[config.mk]
export PLATFORM = sky130hd
export DESIGN_NAME = mem_port_arbiter
export DESIGN_NICKNAME = d
export VERILOG_FILES = /design/src/rtl/mem_port_arbiter.sv
export SDC_FILE = /design/constraint.sdc
export NUM_CORES = 1
export LEC_CHECK = 0
export BUFFER_PORTS_ARGS = -buffer_cell sky130_fd_sc_hd__buf_2
export CORE_MARGIN = 4
export CORE_UTILIZATION = 45
export CTS_CLUSTER_SIZE = 16
export DETAILED_ROUTE_END_ITERATION = 16
export PLACE_DENSITY = 0.75
export SETUP_SLACK_MARGIN = 0.15
export SYNTH_ARGS = -nofsm -noshare
export SYNTH_HDL_FRONTEND = slang
export SYNTH_SLANG_ARGS = --single-unit
export TNS_END_PERCENT = 1
[constraint.sdc]
create_clock -name clk -period 9.11 [get_ports clk]
set_input_delay 1.822 -clock clk [delete_from_list [all_inputs] [get_ports clk]]
set_output_delay 1.822 -clock clk [all_outputs]
set_load 0.01 [all_outputs]
[src/rtl/mem_port_arbiter.sv]
`default_nettype none
// ============================================================================
// Module   : mem_port_arbiter
// Brief    : Shares one memory port between instruction fetch and data access.
// Revision : 1.0 - initial release
// ============================================================================
module mem_port_arbiter #(
    parameter int WAIT_MAX = 15
) (
    input  logic        clk,
    input  logic        reset,
    input  logic        if_req,
    input  logic [31:0] if_addr,
    output logic [31:0] if_rdata,
    output logic        if_ack,
    input  logic        d_req,
    input  logic        d_we,
    input  logic [31:0] d_addr,
    input  logic [31:0] d_wdata,
    input  logic [2:0]  d_dmtype,
    output logic [31:0] d_rdata,
    output logic        d_ack,
    output logic        mem_req,
    output logic        mem_we,
    output logic [31:0] mem_addr,
    output logic [31:0] mem_wdata,
    output logic [2:0]  mem_dmtype,
    input  logic [31:0] mem_rdata,
    input  logic        mem_ready,
    output logic        stall,
    output logic        timeout_err
);

    localparam logic [2:0] c_dmtype_word = 3'b010;
    localparam logic [7:0] c_cnt_last    = 8'(WAIT_MAX - 1);

    typedef enum logic [1:0] {
        S_IDLE    = 2'd0,
        S_IF_WAIT = 2'd1,
        S_D_WAIT  = 2'd2
    } state_t;

    state_t      r_state,      w_state_nxt;
    logic [7:0]  r_cnt,        w_cnt_nxt;
    logic        r_mem_req,    w_mem_req_nxt;
    logic        r_mem_we,     w_mem_we_nxt;
    logic [31:0] r_mem_addr,   w_mem_addr_nxt;
    logic [31:0] r_mem_wdata,  w_mem_wdata_nxt;
    logic [2:0]  r_mem_dmtype, w_mem_dmtype_nxt;
    logic [31:0] r_if_rdata,   w_if_rdata_nxt;
    logic [31:0] r_d_rdata,    w_d_rdata_nxt;
    logic        r_if_ack,     w_if_ack_nxt;
    logic        r_d_ack,      w_d_ack_nxt;
    logic        r_timeout,    w_timeout_nxt;

    logic        w_finish;
    logic [31:0] w_rdata_ret;

    // A transaction ends on ready, or on the last permitted wait cycle (abort).
    assign w_finish    = mem_ready || (r_cnt == c_cnt_last);
    assign w_rdata_ret = mem_ready ? mem_rdata : 32'h0;

    always_comb begin
        w_state_nxt      = r_state;
        w_cnt_nxt        = r_cnt;
        w_mem_req_nxt    = 1'b0;
        w_mem_we_nxt     = r_mem_we;
        w_mem_addr_nxt   = r_mem_addr;
        w_mem_wdata_nxt  = r_mem_wdata;
        w_mem_dmtype_nxt = r_mem_dmtype;
        w_if_rdata_nxt   = r_if_rdata;
        w_d_rdata_nxt    = r_d_rdata;
        w_if_ack_nxt     = 1'b0;
        w_d_ack_nxt      = 1'b0;
        w_timeout_nxt    = r_timeout;

        case (r_state)
            S_IDLE: begin
                w_cnt_nxt = 8'd0;
                // A requester in its own ack cycle is still holding req; skip it.
                if (d_req && !r_d_ack) begin
                    w_mem_req_nxt    = 1'b1;
                    w_mem_we_nxt     = d_we;
                    w_mem_addr_nxt   = d_addr;
                    w_mem_wdata_nxt  = d_wdata;
                    w_mem_dmtype_nxt = d_dmtype;
                    w_state_nxt      = S_D_WAIT;
                end else if (if_req && !r_if_ack) begin
                    w_mem_req_nxt    = 1'b1;
                    w_mem_we_nxt     = 1'b0;
                    w_mem_addr_nxt   = if_addr;
                    w_mem_dmtype_nxt = c_dmtype_word;
                    w_state_nxt      = S_IF_WAIT;
                end
            end
            S_IF_WAIT, S_D_WAIT: begin
                w_mem_req_nxt = 1'b1;
                w_cnt_nxt     = r_cnt + 8'd1;
                if (w_finish) begin
                    w_mem_req_nxt = 1'b0;
                    w_cnt_nxt     = 8'd0;
                    w_state_nxt   = S_IDLE;
                    if (!mem_ready) begin
                        w_timeout_nxt = 1'b1;
                    end
                    if (r_state == S_IF_WAIT) begin
                        w_if_ack_nxt   = 1'b1;
                        w_if_rdata_nxt = w_rdata_ret;
                    end else begin
                        w_d_ack_nxt = 1'b1;
                        if (!r_mem_we) begin
                            w_d_rdata_nxt = w_rdata_ret;
                        end
                    end
                end
            end
            default: begin
                w_state_nxt = S_IDLE;
            end
        endcase
    end

    always_ff @(posedge clk or posedge reset) begin
        if (reset) begin
            r_state      <= S_IDLE;
            r_cnt        <= 8'd0;
            r_mem_req    <= 1'b0;
            r_mem_we     <= 1'b0;
            r_mem_addr   <= 32'h0;
            r_mem_wdata  <= 32'h0;
            r_mem_dmtype <= 3'b000;
            r_if_rdata   <= 32'h0;
            r_d_rdata    <= 32'h0;
            r_if_ack     <= 1'b0;
            r_d_ack      <= 1'b0;
            r_timeout    <= 1'b0;
        end else begin
            r_state      <= w_state_nxt;
            r_cnt        <= w_cnt_nxt;
            r_mem_req    <= w_mem_req_nxt;
            r_mem_we     <= w_mem_we_nxt;
            r_mem_addr   <= w_mem_addr_nxt;
            r_mem_wdata  <= w_mem_wdata_nxt;
            r_mem_dmtype <= w_mem_dmtype_nxt;
            r_if_rdata   <= w_if_rdata_nxt;
            r_d_rdata    <= w_d_rdata_nxt;
            r_if_ack     <= w_if_ack_nxt;
            r_d_ack      <= w_d_ack_nxt;
            r_timeout    <= w_timeout_nxt;
        end
    end

    assign mem_req     = r_mem_req;
    assign mem_we      = r_mem_we;
    assign mem_addr    = r_mem_addr;
    assign mem_wdata   = r_mem_wdata;
    assign mem_dmtype  = r_mem_dmtype;
    assign if_rdata    = r_if_rdata;
    assign d_rdata     = r_d_rdata;
    assign if_ack      = r_if_ack;
    assign d_ack       = r_d_ack;
    assign timeout_err = r_timeout;
    assign stall       = (if_req & ~r_if_ack) | (d_req & ~r_d_ack);

endmodule
`default_nettype wire

==> impl_metrics.tcl <==
set metrics [dict create \
    hold_ws_ns 0.461 \
    grt_max_degree 76 \
    insertedDiodeCount 0 \
    gr-total-overflow 0 \
    crit_fanout 40 \
    cts_made_buffers 17 \
    synth_seq_cells 146 \
    chipHeight_um 122 \
    io_buffers 273 \
    drt-total-wl_um 15700 \
    power.switching_uw 1020 \
    cts_tree "done" \
    cp.required_ns 7.29 \
    power.internal_uw 1860 \
    synth_cells 440 \
    worst_pin_slew_ns 1.29 \
    ff_latch_area_mm2 0.00365 \
    via_count 4545 \
    rsz0062_at_grt "false" \
    fmax_ghz 0.211 \
    fin_util_pct 62.2 \
    cts_sinks 146 \
    die_w_um 122 \
    gp_congestion 0.780 \
    maxCapViolations 0 \
    initial_core_util_pct 46.1 \
    criticalPathCategory "in -> out" \
    place_area_mm2 0.00729 \
    relSlewSlack_pct 14.2 \
    peakVddDrop_mv 0.193 \
    netSwitchingFraction_pct 35.4 \
    fillers 1030 \
    synth_cell_types 35 \
    hpwl_um 11400 \
    synthesis.nets 582 \
    async_flop_share_pct 100 \
    cts-root-buf "clkbuf_16" \
    setup_tns_ns 0 \
    comb_power_share_pct 37.6 \
    antenna_left 0 \
    drt_iter0_drc 345 \
    netlist_area_mm2 0.00584 \
    fin_area_mm2 0.00789 \
    p_leak_uw 0.00410 \
    met1_usage_pct 25.1 \
    maxSlewViolCount 0 \
    crit_arrival_ns 2.92 \
    busiest_layer "met2" \
    clock_skew_ns 0.00812 \
    dr.pass1.iters 4 \
    finalWorstPathRequiredPeriod_ns 4.75 \
    grt_pass1_vias 4601 \
    grtUsageMet3_pct 7.52 \
    avgRoutedWirePerCell_um 17.7 \
    cts_setup_buffers 0 \
    finalHoldViolCount 0 \
    num_rows 41 \
    met2_usage_pct 34.2 \
    clk_latency_ns 0.41 \
    fin_nets 847 \
    setup_violations 0 \
    synth_edf_count 0 \
    via_per_inst 5.11 \
    hp-class "reg -> reg" \
    grt_usage_pct 20.8 \
    p_clk_share_pct 24.0 \
    core_area_mm2 0.0127 \
    die-area_mm2 0.0149 \
    hold_buffers 0 \
    fin_crit_sh_pct 52.1 \
    grt_pass1_wl_um 23900 \
    startpoint_type "input port" \
    multi_input_area_mm2 0.00199 \
    synthFlopType "dfrtp_1" \
    drc_errors 0 \
    antenna_found_initial 2 \
    status "complete, no violations" \
    cellPowerDensity_mw_per_mm2 366 \
    ios 274 \
    ctsResizeCount 0 \
    ys_warn_count 0 \
    yosysSeqAreaShare_pct 62.6 \
    avgSynthCellArea_um2 13.3 \
    clock_path_buffers 2 \
    sequentialPowerShare_pct 38.4 \
    h-tree-depth 4 \
    clkSlewWorstSetupHoldPaths_ns 0.06 \
    end_kind "output port" \
    drive_above_1_share_pct 48.7 \
    syn_to_final_growth_pct 35.1 \
]
layout by cell type, fill, tap and decap left out, types with 4 or more instances in the layout:
cell and instances:
buf_2 273, o21ai_0 33, a22o_1 65, mux2_2 32
buf_4 4, inv_6 4, nor2b_1 4, nor2_1 9
clkinvlp_4 5, ha_1 5, a32o_1 4, clkbuf_16 17
dfrtp_1 146, nand2_1 40, inv_1 6, mux2i_1 32
power groups by stage:
stage | Combinational [uW] | Clock, uW | Sequential, uW
floorplan | 513 | 0 | 1240
CTS | 1100 | 708 | 1110
global route | 1180 | 736 | 1140
detailed placement | 1110 | 0 | 1110
global placement | 1070 | 0 | 1100
finish | 1080 | 693 | 1110
synthesized netlist by cell type, drive strengths merged, types with 2 or more instances:
library cell	instances	area, um2
xnor2	3	26.3
nand4b	2	17.5
nand3	3	15.0
o21ai	36	191
nor2b	5	31.3
mux2i	32	320
inv	7	26.3
dfrtp	146	3650
clkbuf	15	56.3
nand2b	2	12.5
a21oi	2	10.0
or2	2	12.5
buf	16	125
mux2	32	360
ha	5	62.6
nor2	9	33.8
o21bai	2	26.3
nand2	42	168
a32o	4	40.0
a22o	65	569
o31ai	2	15.0
and2	2	12.5
logic make-up (layout without fill, tap and decap cells):
family | count (synthesis) | count (layout) | share of synthesized area (%)
and+or+nand+nor | 69 | 69 | 5.47
AOI/OAI and AO/OA | 115 | 115 | 15.2
buffers and inverters | 38 | 316 | 3.56
adders and majority gates | 5 | 5 | 1.07
muxes | 64 | 64 | 11.7
DFF | 146 | 146 | 62.6
xor gates and xnor gates | 3 | 3 | 0.450
state kept, by name, indices dropped and copies added (netlist names):
signal / count
mem_wdata: 32
if_ack: 1
timeout_err: 1
d_ack: 1
mem_we: 1
r_state: 2
mem_req: 1
mem_addr: 32
r_cnt: 8
d_rdata: 32
if_rdata: 32
mem_dmtype: 3
through the flow:
step	worst slack (ns)	total power [uW]	cells
CTS	4.36	2920	890
floorplan	3.37	1750	440
detailed placement	4.35	2210	858
finish	4.36	2890	890
global route	4.30	3060	890
global placement	4.43	2170	858
path summary, 6_finish.rpt:
| check | from | endpoint | slack, ns | cells after the start |
|---|---|---|---|---|
| max reg2reg | r_state[1] | d_rdata[27] | 6.68 | 6 |
| max | d_req | stall | 4.36 | 5 |
| min | timeout_err | timeout_err | 0.46 | 1 |
| min reg2reg | timeout_err | timeout_err | 0.46 | 1 |
| min in group asynchronous | reset | d_rdata[0] | 1.50 | 2 |
| max in group asynchronous | reset | d_rdata[25] | 6.21 | 3 |
per-layer routing:
metal | share of wire (%) | vias to the layer above
met5 | 0.14 | -
met4 | 2.1 | 4
met3 | 9.8 | 34
met2 | 48 | 224
met1 | 40 | 2171
li1 | - | 2112
cell type report:
cell class / count / share of cell area, %
clock inverters: 13 / 1.94
clock buffers: 19 / 5.62
multi-input cells: 256 / 25.3
flip-flops and latches: 146 / 46.3
inverters: 7 / 0.397
repair buffers: 277 / 17.7
well taps: 172 / 2.73
critical path, cell delays in order:
cell     delay, ns
buf_2         0.09
nor2b_4       0.13
buf_4         0.51
or2_2         0.23
buf_2         0.12
No activity file was read; power rests on OpenSTA's default activity.
